### config.mk
export PLATFORM = sky130hd
export DESIGN_NAME = exu_muldiv_ctrl
export DESIGN_NICKNAME = d
export VERILOG_FILES = /design/src/rtl/exu_muldiv_ctrl_pkg.sv /design/src/rtl/exu_muldiv_ctrl.sv
export SDC_FILE = /design/constraint.sdc
export NUM_CORES = 1
export LEC_CHECK = 0
export ABC_AREA = 1
export CAP_MARGIN = 20
export CORE_MARGIN = 5
export CORE_UTILIZATION = 30
export CTS_CLUSTER_SIZE = 12
export DETAILED_ROUTE_END_ITERATION = 10
export PLACE_DENSITY = 0.72
export SLEW_MARGIN = 0
export SYNTH_ARGS = -nofsm -noshare
export SYNTH_HDL_FRONTEND = slang
export SYNTH_SLANG_ARGS = --single-unit
### constraint.sdc
create_clock -name clk -period 3.02 [get_ports clk]
set_clock_uncertainty 0.05 [all_clocks]
set_input_delay 0.302 -clock clk [delete_from_list [all_inputs] [get_ports clk]]
set_output_delay 0.302 -clock clk [all_outputs]
set_load 0.01 [all_outputs]
### src/rtl/exu_muldiv_ctrl_pkg.sv
// rtl/exu_muldiv_ctrl_pkg.sv - shared op codes and state encoding for the mul/div EX controller
package exu_muldiv_ctrl_pkg;

    localparam logic [3:0] MUL_OP_MUL    = 4'b0001;
    localparam logic [3:0] MUL_OP_MULH   = 4'b0010;
    localparam logic [3:0] MUL_OP_MULHSU = 4'b0100;
    localparam logic [3:0] MUL_OP_MULHU  = 4'b1000;

    localparam logic [3:0] DIV_OP_DIV  = 4'b0001;
    localparam logic [3:0] DIV_OP_DIVU = 4'b0010;
    localparam logic [3:0] DIV_OP_REM  = 4'b0100;
    localparam logic [3:0] DIV_OP_REMU = 4'b1000;

    typedef enum logic [1:0] {
        ST_IDLE     = 2'd0,
        ST_MUL_WAIT = 2'd1,
        ST_DIV_WAIT = 2'd2,
        ST_WB       = 2'd3
    } ctrl_state_e;

    // Quotient ops return all-ones on a zero divisor; remainder ops return the dividend.
    function automatic logic div_op_is_quot(input logic [3:0] op);
        return (op == DIV_OP_DIV) || (op == DIV_OP_DIVU);
    endfunction

endpackage

### src/rtl/exu_muldiv_ctrl.sv
// rtl/exu_muldiv_ctrl.sv - EX-stage start/ready initiator for the iterative mul/div units
// Optional DIV_ZERO_BYPASS_EN: divide by zero skips the divider and writes back directly.
module exu_muldiv_ctrl
    import exu_muldiv_ctrl_pkg::*;
#(
    parameter int DW = 32,
    parameter int AW = 5
) (
    input  logic          clk,
    input  logic          rst,
    input  logic          req_valid_i,
    input  logic          req_is_div_i,
    input  logic [3:0]    req_op_i,
    input  logic [DW-1:0] rs1_i,
    input  logic [DW-1:0] rs2_i,
    input  logic [AW-1:0] rd_i,
    input  logic          flush_i,
    output logic          stall_o,
    output logic          mul_start_o,
    output logic [3:0]    mul_op_o,
    output logic [DW-1:0] mul_a_o,
    output logic [DW-1:0] mul_b_o,
    output logic [AW-1:0] mul_waddr_o,
    input  logic [DW-1:0] mul_result_i,
    input  logic          mul_ready_i,
    output logic          div_start_o,
    output logic [3:0]    div_op_o,
    output logic [DW-1:0] div_a_o,
    output logic [DW-1:0] div_b_o,
    output logic [AW-1:0] div_waddr_o,
    input  logic [DW-1:0] div_result_i,
    input  logic          div_ready_i,
    output logic          wb_valid_o,
    input  logic          wb_ready_i,
    output logic [AW-1:0] wb_waddr_o,
    output logic [DW-1:0] wb_data_o
);

    ctrl_state_e   state_q;
    logic          first_q;
    logic          mul_start_q;
    logic [3:0]    mul_op_q;
    logic [DW-1:0] mul_a_q;
    logic [DW-1:0] mul_b_q;
    logic [AW-1:0] mul_waddr_q;
    logic          div_start_q;
    logic [3:0]    div_op_q;
    logic [DW-1:0] div_a_q;
    logic [DW-1:0] div_b_q;
    logic [AW-1:0] div_waddr_q;
    logic          wb_valid_q;
    logic [AW-1:0] wb_waddr_q;
    logic [DW-1:0] wb_data_q;

    logic req_fire;
    logic mul_done;
    logic div_done;

    // first_q masks ready in the first WAIT cycle so a late pulse from an aborted op is dropped.
    assign req_fire = (state_q == ST_IDLE) && req_valid_i && !flush_i;
    assign mul_done = (state_q == ST_MUL_WAIT) && !first_q && mul_ready_i;
    assign div_done = (state_q == ST_DIV_WAIT) && !first_q && div_ready_i;

    always_ff @(posedge clk) begin
        if (rst) begin
            state_q     <= ST_IDLE;
            first_q     <= 1'b0;
            mul_start_q <= 1'b0;
            mul_op_q    <= '0;
            mul_a_q     <= '0;
            mul_b_q     <= '0;
            mul_waddr_q <= '0;
            div_start_q <= 1'b0;
            div_op_q    <= '0;
            div_a_q     <= '0;
            div_b_q     <= '0;
            div_waddr_q <= '0;
            wb_valid_q  <= 1'b0;
            wb_waddr_q  <= '0;
            wb_data_q   <= '0;
        end else begin
            first_q <= 1'b0;
            case (state_q)
                ST_IDLE: begin
                    if (req_fire) begin
                        if (req_is_div_i) begin
                            div_op_q    <= req_op_i;
                            div_a_q     <= rs1_i;
                            div_b_q     <= rs2_i;
                            div_waddr_q <= rd_i;
`ifdef DIV_ZERO_BYPASS_EN
                            if (rs2_i == '0) begin
                                state_q    <= ST_WB;
                                wb_valid_q <= 1'b1;
                                wb_waddr_q <= rd_i;
                                wb_data_q  <= div_op_is_quot(req_op_i) ? {DW{1'b1}} : rs1_i;
                            end else begin
                                state_q     <= ST_DIV_WAIT;
                                div_start_q <= 1'b1;
                                first_q     <= 1'b1;
                            end
`else
                            state_q     <= ST_DIV_WAIT;
                            div_start_q <= 1'b1;
                            first_q     <= 1'b1;
`endif
                        end else begin
                            mul_op_q    <= req_op_i;
                            mul_a_q     <= rs1_i;
                            mul_b_q     <= rs2_i;
                            mul_waddr_q <= rd_i;
                            state_q     <= ST_MUL_WAIT;
                            mul_start_q <= 1'b1;
                            first_q     <= 1'b1;
                        end
                    end
                end
                ST_MUL_WAIT: begin
                    if (flush_i) begin
                        state_q     <= ST_IDLE;
                        mul_start_q <= 1'b0;
                    end else if (mul_done) begin
                        state_q     <= ST_WB;
                        mul_start_q <= 1'b0;
                        wb_valid_q  <= 1'b1;
                        wb_data_q   <= mul_result_i;
                        wb_waddr_q  <= mul_waddr_q;
                    end
                end
                ST_DIV_WAIT: begin
                    if (flush_i) begin
                        state_q     <= ST_IDLE;
                        div_start_q <= 1'b0;
                    end else if (div_done) begin
                        state_q     <= ST_WB;
                        div_start_q <= 1'b0;
                        wb_valid_q  <= 1'b1;
                        wb_data_q   <= div_result_i;
                        wb_waddr_q  <= div_waddr_q;
                    end
                end
                ST_WB: begin
                    if (flush_i || wb_ready_i) begin
                        state_q    <= ST_IDLE;
                        wb_valid_q <= 1'b0;
                    end
                end
                default: state_q <= ST_IDLE;
            endcase
        end
    end

    always_comb begin
        stall_o = 1'b0;
        case (state_q)
            ST_IDLE:     stall_o = req_valid_i && !flush_i;
            ST_MUL_WAIT: stall_o = 1'b1;
            ST_DIV_WAIT: stall_o = 1'b1;
            ST_WB:       stall_o = !wb_ready_i;
            default:     stall_o = 1'b0;
        endcase
    end

    assign mul_start_o = mul_start_q;
    assign mul_op_o    = mul_op_q;
    assign mul_a_o     = mul_a_q;
    assign mul_b_o     = mul_b_q;
    assign mul_waddr_o = mul_waddr_q;
    assign div_start_o = div_start_q;
    assign div_op_o    = div_op_q;
    assign div_a_o     = div_a_q;
    assign div_b_o     = div_b_q;
    assign div_waddr_o = div_waddr_q;
    assign wb_valid_o  = wb_valid_q;
    assign wb_waddr_o  = wb_waddr_q;
    assign wb_data_o   = wb_data_q;

endmodule

### Word-level counts from Yosys, hierarchy flattened

Index checks and enable logic that the tools add are counted.

* input port bits: 145
* flip-flop bits (word level): 189
* output and inout port bits: 187
* logic and storage cells: 91

* bitwise operators: 2
* reductions and logical operators: 25
* muxes and demuxes: 36
* eq/ne operators: 13

Operators by type and width (number)
* two-way mux 32 bit: 4
* case mux 32 bit (2 select lines): 1
* two-way mux 5 bit: 4
* inequality test 2 bit, second input constant: 8
* two-way mux 1 bit: 14
* two-way mux 2 bit: 7
* AND reduction 4 bit: 3
* case mux 5 bit (2 select lines): 1
* case mux 2 bit (4 select lines): 1
* logical AND 1 bit: 7
* inequality test 3 bit, second input constant: 2
* case mux 1 bit (3 select lines): 2
* AND reduction 3 bit: 2
* AND reduction 6 bit: 1
* nonzero test 2 bit: 3
* AND reduction 5 bit: 1
* equality test 2 bit, second input constant: 2
* case mux 1 bit (2 select lines): 2
* OR reduction 2 bit: 2
* logical NOT 1 bit: 3
* nonzero test 3 bit: 1
* equality test 2 x 1 -> 1 bit, second input constant: 1
* logical NOT 2 bit: 1
* inverter 1 bit: 2
* logical OR 1 bit: 1

### Depth between registers and ports, before layout

Gate-level depths: netlist of the first run.

* word-level depth: 6
* gate-level depth with buffers: 10
* depth with buffers taken out: 9

### Least setup slack after synthesis of the first run

OpenSTA, ideal clock, no wires.

* kind: flip-flop to flip-flop
* from: register state_q[0]
* to: register wb_data_q[13], in the netlist wb_data_o[13]
* setup time: 0.116 ns
* clock period less this slack: 1.616 ns
* data required time: 2.854 ns
* arrival time: 1.450 ns
* cell stages (with the launch flop): 10
* path slack: 1.404 ns
* path buffers: 2
* path through: dfxtp_1 inv_1 ha_1 nand2_1 a21boi_2 nand2_2 buf_4 buf_6 o21ai_0 nor2_1

* longest elaborated chain between the ends: 5
* elaborated cells on any way between the ends: 13
* classes of those cells: 6 x eq/ne; 1 x mux; 6 x reduce/logical

RTL lines
* start: declaration: RTL line exu_muldiv_ctrl.sv:39 `ctrl_state_e state_q;`
* start signal: assignment: RTL line exu_muldiv_ctrl.sv:66 `state_q <= ST_IDLE;`
* start signal: assignment: RTL line exu_muldiv_ctrl.sv:103 `state_q <= ST_DIV_WAIT;`
* start signal: assignment: RTL line exu_muldiv_ctrl.sv:112 `state_q <= ST_MUL_WAIT;`
* equality test 2 bit / equality test 2 x 1 -> 1 bit (equally long branches): RTL line exu_muldiv_ctrl.sv:62, exu_muldiv_ctrl.sv:83, exu_muldiv_ctrl.sv:61
* logical AND 1 bit (on tied branches) (2 in series): RTL line exu_muldiv_ctrl.sv:62, exu_muldiv_ctrl.sv:61
* inequality test 2 bit (no source line)
* AND reduction 5 bit (no source line)
* end signal: assignment: RTL line exu_muldiv_ctrl.sv:126 `wb_data_q <= mul_result_i;`
* end signal: assignment: RTL line exu_muldiv_ctrl.sv:138 `wb_data_q <= div_result_i;`
* end: declaration: RTL line exu_muldiv_ctrl.sv:53 `logic [DW-1:0] wb_data_q;`

Several ways; a longest one is shown, not always the timed one.
A chain may end at the register's enable or synchronous reset.

### Worst setup path in the final report of the first run

* from: register state_q[0]
* to: output stall_o

* longest elaborated chain between the ends: 3
* elaborated cells on any way between the ends: 6
* classes of those cells: 3 x eq/ne; 1 x mux; 2 x reduce/logical

RTL lines
* equality test 2 x 1 -> 1 bit / equality test 2 bit (equally long branches): RTL line exu_muldiv_ctrl.sv:155 `case (state_q)`
* OR reduction 2 bit (no source line)
* case mux 1 bit (3 select lines) (*): RTL line exu_muldiv_ctrl.sv:155
* end: declaration: RTL line exu_muldiv_ctrl.sv:18 `output logic stall_o,`

Mark *: on every way between the ends. The rest lies on a longest branch, timed or not.

==> impl_results.md, run 1 <==
* Synth warn at 0
* WP data required at 2.67 ns
* Leakage at 4.58 nW
* Root buf cell: clkbuf_16
* Layout cells sized above 1 at 4.16%
* Initial Util at 30.7%
* CTS tree: built
* DRC Markers at 0
* Area growth syn-to-layout at 56.0%
* Core Rows at 56
* Total gr overflow at 0
* Minimum clock period at 2.42 ns
* Die X at 165 um
* CP max FO at 4
* Syn nets at 1139
* Sequential share of power at 37.1%
* Primary FF master, synth: dfxtp_1
* Top-area cell type share of the netlist area at 52.2%
* Number of vias in the routed layout at 7279
* Final worst path period share at 80.2%
* Clk Latency, worst-skew pair at 0.42 ns
* Most frequent CP cell: inv_1
* Mapped Area at 0.00724 sq mm
* Clk pwr share at 27.0%
* MaxCap Viol Count at 0
* Routed len/inst at 15.5 um
* Flops & latches, synth at 189
* DRT iter0 DRCs at 453
* Slowest cell on crit path: clkdlybuf4s50_1
* Post-Route WL at 25100 um
* Slew headroom at 39.1%
* Worst-path cell chain: inv_1 > ha_1 > nor2_1 > a22o_1 > inv_1 > clkdlybuf4s50_1
* Post-CTS setup buffer count at 0
* Synth unique cells at 21
* Pin count of the biggest net entering global routing at 75
* Clock tree sinks at 189
* Synth area leader: dfxtp_1
* Critical Path AT at 2.07 ns
* H-tree levels at 4
* Post-CTS sizing at 0
* Antenna-violating nets left at 0
* Combinational fraction of design power at 36.0%
* Syn avg cell area at 7.32 sq um
* RSZ-0062 raised after global routing: false
* Initial antenna violation count at 0
* Synth Instances at 989
* CTS Hold Bufs at 0
* DPL Wire Length at 18100 um
* WP buf/inv at 3
* Largest stage delay, worst path at 0.53 ns
* Die area at 0.0274 sq mm
* Final Hold Viols at 0
* Top cells by area, synth: dfxtp_1 52%, nor2_1 19%, o21ai_0 12%
* Worst slew pin tran at 0.913 ns
* Kind of critical path: reg -> out
* Switch Pwr at 0.00298 W
* Final setup viols at 0
* Status: completed
* CTS buffer count at 17
* Synth cell count leaders: 376 x nor2_1, 189 x dfxtp_1, 167 x o21ai_0
* Crit path max-delay family: buffers and inverters
* Max Slew Vio Count at 0
* Crit end category: output pin
* VDD IR-drop max at 0.409 mV
* Switching portion of total power at 36.0%
* WHS at 0.426 ns
* Clock transition at the registers of the reported paths at 0.08 ns
* Area of the core at 0.0236 sq mm
* Power consumption at 0.00829 W
* N_diodes at 0
* Ys async rst share at 0%
* Sequential area share after synthesis at 52.2%
* Ports at 332
* Gr usage total at 17.3%
* Fmax at 0.413 GHz
* Buffer depth of the longest clock path at 2
* Final TNS setup at 0 ns
* Number of synthesized flops with an enable pin at 0
* # port buffers at 331
* Number of global-route vias before repair at 6999
* PD cells at 734 mW/mm^2
* Worst Setup Start Kind: flip-flop
* Global-route wire length before repair at 37500 um
* P_int at 0.00531 W
* Worst hold path type: in -> reg
* Die Ht at 165 um
* Most common cell in the synthesized netlist: nor2_1
* Placer congestion estimate at 0.842
* DRT Pass-1 Iters at 5
* Via density at 4.50
* Nets at 1436
-- final cells by class --
class,count,area [sq um]
Clock buffer,17,425
Sequential cell,189,3780
Tap cell,319,399
Multi-Input combinational cell,717,3030
Clock inverter,15,165
Fill cell,2328,12300
Inverter,18,70.1
Timing Repair Buffer,343,3430
-- worst min-delay path, cell delays in order --
cell             delay (ns)
clkdlybuf4s50_1        0.42
nor2_1                 0.10
nor2_1                 0.05
-- cell families after synthesis --
logic type,after synthesis,share of synthesized area (%)
AOI/OAI and AO/OA,193,13.5
and+or+nand+nor,519,27.4
buffers and inverters,83,5.99
adders and majority gates,5,0.864
DFF,189,52.2
-- placed cells by master (no fill, tap or decap), drive strengths merged --
| cell | instances |
|---|---|
| ha | 5 |
| inv | 27 |
| nand2 | 133 |
| buf | 12 |
| dfxtp | 189 |
| or2 | 1 |
| nor2 | 377 |
| nand3 | 7 |
| a21oi | 6 |
| clkinv | 5 |
| a21boi | 1 |
| a22o | 1 |
| clkinvlp | 1 |
| o21ai | 185 |
| clkdlybuf4s50 | 331 |
| clkbuf | 17 |
| nand4 | 1 |
-- per-stage QoR --
stage                     setup slack (ns)  area (sq um)  cells  util, %
after CTS                            0.572         11300   1618     47.8
after global placement               0.664         10700   1586     45.3
after global routing                 0.485         11300   1618     47.8
after floorplan                       1.40          7240    989        -
after detailed placement             0.586         10700   1586     45.3
final                                0.597         11300   1618     47.8
-- flip-flops by register name, summed over array words and instances (netlist names), 5 cells and up --
signal and flops:
div_waddr_o 5, wb_data_o 32, div_b_o 32, mul_a_o 32, mul_b_o 32, wb_waddr_o 5, mul_waddr_o 5, div_a_o 32
-- power groups by stage --
stage	logic, W	registers (W)	clock network (W)
final	0.00298	0.00307	0.00224
after detailed placement	0.00302	0.00313	0
after CTS	0.00303	0.00308	0.00230
after global placement	0.00299	0.00312	0
after floorplan	0.00156	0.00328	0
after global routing	0.00333	0.00312	0.00241
-- layer usage --
metal	wire length, um	track usage (%)	up-vias
met5	0	0	-
met1	10300	20.5	3234
met3	2450	6.08	49
li1	-	-	3709
met4	812	6.64	0
met2	11500	28.8	287
-- path summary, 6_finish.rpt --
| kind | startpoint | slack (ns) | endpoint | depth (start not counted) |
|---|---|---|---|---|
| worst min-delay path | rs2_i[8] | 0.43 | div_b_o[8]$_SDFFE_PP0P_ | 3 |
| worst min register to register | mul_start_o$_SDFFE_PP0P_ | 0.43 | mul_start_o$_SDFFE_PP0P_ | 2 |
| worst max register to register | state_q[0]$_SDFFE_PP0P_ | 0.77 | div_b_o[28]$_SDFFE_PP0P_ | 8 |
| worst max-delay path | state_q[0]$_SDFFE_PP0P_ | 0.60 | stall_o | 6 |
No activity file was read; power rests on OpenSTA's default activity.
==> run 2: changes to the inputs <==
PLACE_DENSITY = 0.75   (was 0.72)
clock period = 2 ns   (was 3.02 ns; I/O delays follow)
==> run 2 against run 1 <==
Clock power is 47% higher. Critical path depth stayed put. Register-to-register slack worse by 0.60 ns. Wire length is 3.0% lower. First-iteration DRC count is 24% lower. Critical path type unchanged. Critical endpoint unchanged. Largest cell class unchanged.
==> impl_results.md, run 2 (synthesis gave the netlist of run 1 again) <==
* Status: completed
* Max Slew Vio Count at 0
* WP data required at 1.75 ns
* CTS buffer count at 17
* RSZ-0062 raised after global routing: false
* PD cells at 1100 mW/mm^2
* Die area at 0.0274 sq mm
* CTS tree: built
* Non-Filler Instances at 1623
* Worst slew pin tran at 0.353 ns
* Final TNS setup at 0 ns
* Antenna-violating nets left at 0
* Initial antenna violation count at 1
* Via density at 4.49
* Worst-path cell chain: inv_1 > ha_4 > nor2_1 > a22o_1 > inv_1 > clkdlybuf4s15_1
* Number of vias in the routed layout at 7282
* # port buffers at 331
* DRC Markers at 0
* Placer congestion estimate at 0.844
* VDD IR-drop max at 0.510 mV
* Final setup viols at 0
* MaxCap Viol Count at 0
* Pin count of the biggest net entering global routing at 75
* Cell total after placement at 1590
* Worst Hold Depth at 3
* Global-route wire length before repair at 36800 um
* Leakage at 4.64 nW
* Nets at 1441
* Final Hold Viols at 0
* Kind of critical path: reg -> out
* Most frequent CP cell: inv_1
* Worst r2r src: state_q[1]$_SDFFE_PP0P_
* Crit end category: output pin
* CP max FO at 3
* Critical Path AT at 1.62 ns
* Largest stage delay, worst path at 0.34 ns
* Final worst path period share at 93.6%
* Core Rows at 56
* Post-Route WL at 24400 um
* Slew headroom at 76.5%
* Die Ht at 165 um
* Worst hold path type: in -> reg
* DP Area at 0.0108 sq mm
* Buffer depth of the longest clock path at 2
* Total gr overflow at 0
* H-tree levels at 4
* Hold EP: div_b_o[23]$_SDFFE_PP0P_
* Clock transition at the registers of the reported paths at 0.08 ns
* Commonest cells after routing, fill and taps aside: 376 x nor2_1, 330 x clkdlybuf4s50_1, 187 x dfxtp_1
* Final instance area at 0.0114 sq mm
* Number of global-route vias before repair at 6793
* Die X at 165 um
* R2r endpoint: mul_b_o[24]$_SDFFE_PP0P_
* Hold_sp: rs2_i[23]
* Root buf cell: clkbuf_16
* R2r setup slk at 0.17 ns
* Gr usage total at 16.9%
* Area of the core at 0.0236 sq mm
* Area growth syn-to-layout at 57.9%
* Clock tree sinks at 189
* Fmax at 0.534 GHz
* Minimum clock period at 1.87 ns
* Clk Latency, worst-skew pair at 0.41 ns
* Worst reg2reg path depth at 9
* DRT Pass-1 Iters at 4
* Most common cell after layout, fill and taps aside: nor2_1
* Ports at 332
* Slowest cell on crit path: dfxtp_2
* DRT iter0 DRCs at 346
* Layout cells sized above 1 at 4.91%
* DPL Wire Length at 17700 um
* Routed len/inst at 15.0 um
* Worst Setup Start Kind: flip-flop
* N_diodes at 0
* WHS at 0.326 ns
* Initial Util at 30.7%
## run 2: cell count changes in the layout (fill, tap and decap cells not counted), moves of 2 or more
| cell | delta |
|---|---|
| buf_12 | +9 |
| buf_4 | -4 |
| clkinv_2 | +2 |
| clkinv_4 | +2 |
| clkinv_8 | -4 |
| dfxtp_1 | -2 |
| ha_1 | -2 |
| inv_6 | -3 |
| inv_8 | +2 |
## run 2: final cells by class
type | instances | area, sq um
Fill cell | 2308 | 12200
Sequential cell | 189 | 3790
Timing Repair Buffer | 348 | 3580
Multi-Input combinational cell | 717 | 3040
Clock buffer | 18 | 439
Tap cell | 319 | 399
Clock inverter | 14 | 124
Inverter | 18 | 70.1
## run 2: metal layers
layer / vias to the layer above / GRT usage (%) / wire (um)
met4: 2 / 5.29 / 608
li1: 3722 / - / -
met5: - / 0 / 20
met1: 3253 / 20.4 / 10000
met3: 38 / 6.03 / 2330
met2: 267 / 28.1 / 11400
## run 2: worst max-delay path, delay by kind of cell (launching register included)
family | cells | cell delay, ns
compound gates | 1 | 0.18
fa+ha+maj | 1 | 0.28
buf+inv | 3 | 0.36
flops | 1 | 0.34
simple gates | 1 | 0.04
## run 2: worst max path at each step
stage | start | endpoint | depth (start not counted)
after floorplan | state_q[0]$_SDFFE_PP0P_ | wb_data_o[13]$_SDFFE_PP0P_ | 9
after global placement | flush_i | stall_o | 6
after detailed placement | flush_i | wb_waddr_o[1]$_SDFFE_PP0P_ | 9
after CTS | state_q[0]$_SDFFE_PP0P_ | stall_o | 6
after global routing | state_q[1]$_SDFFE_PP0P_ | wb_data_o[28]$_SDFFE_PP0P_ | 9
final | state_q[1]$_SDFFE_PP0P_ | stall_o | 6
## run 2: what timing repair did
| action | 4_1_cts | 5_1_grt |
|---|---|---|
| gates cloned | 0 | 0 |
| endpoints found under the setup margin | 1 | 22 |
| setup buffers | 0 | 1 |
| hold buffers | 0 | 0 |
| resized for setup | 4 | 4 |
## run 2: metrics by stage
stage	total power [W]	setup slack, ns	utilization (%)
floorplan	0.00731	0.384	-
global placement	0.00932	0.124	45.9
detailed placement	0.00940	0.117	45.9
CTS	0.0128	0.0443	48.4
global route	0.0135	0.0148	48.4
finish	0.0126	0.129	48.4
## run 2: where the power goes
group          internal, W  switching [W]
registers          0.00436       0.000281
logic              0.00217        0.00252
clock network      0.00168        0.00162
==> run 3: changes to the inputs <==
HOLD_SLACK_MARGIN = 0.15   (was not set)
==> results of run 3 <==
No change in the layout: final DEF, timing and power equal those of run 2.
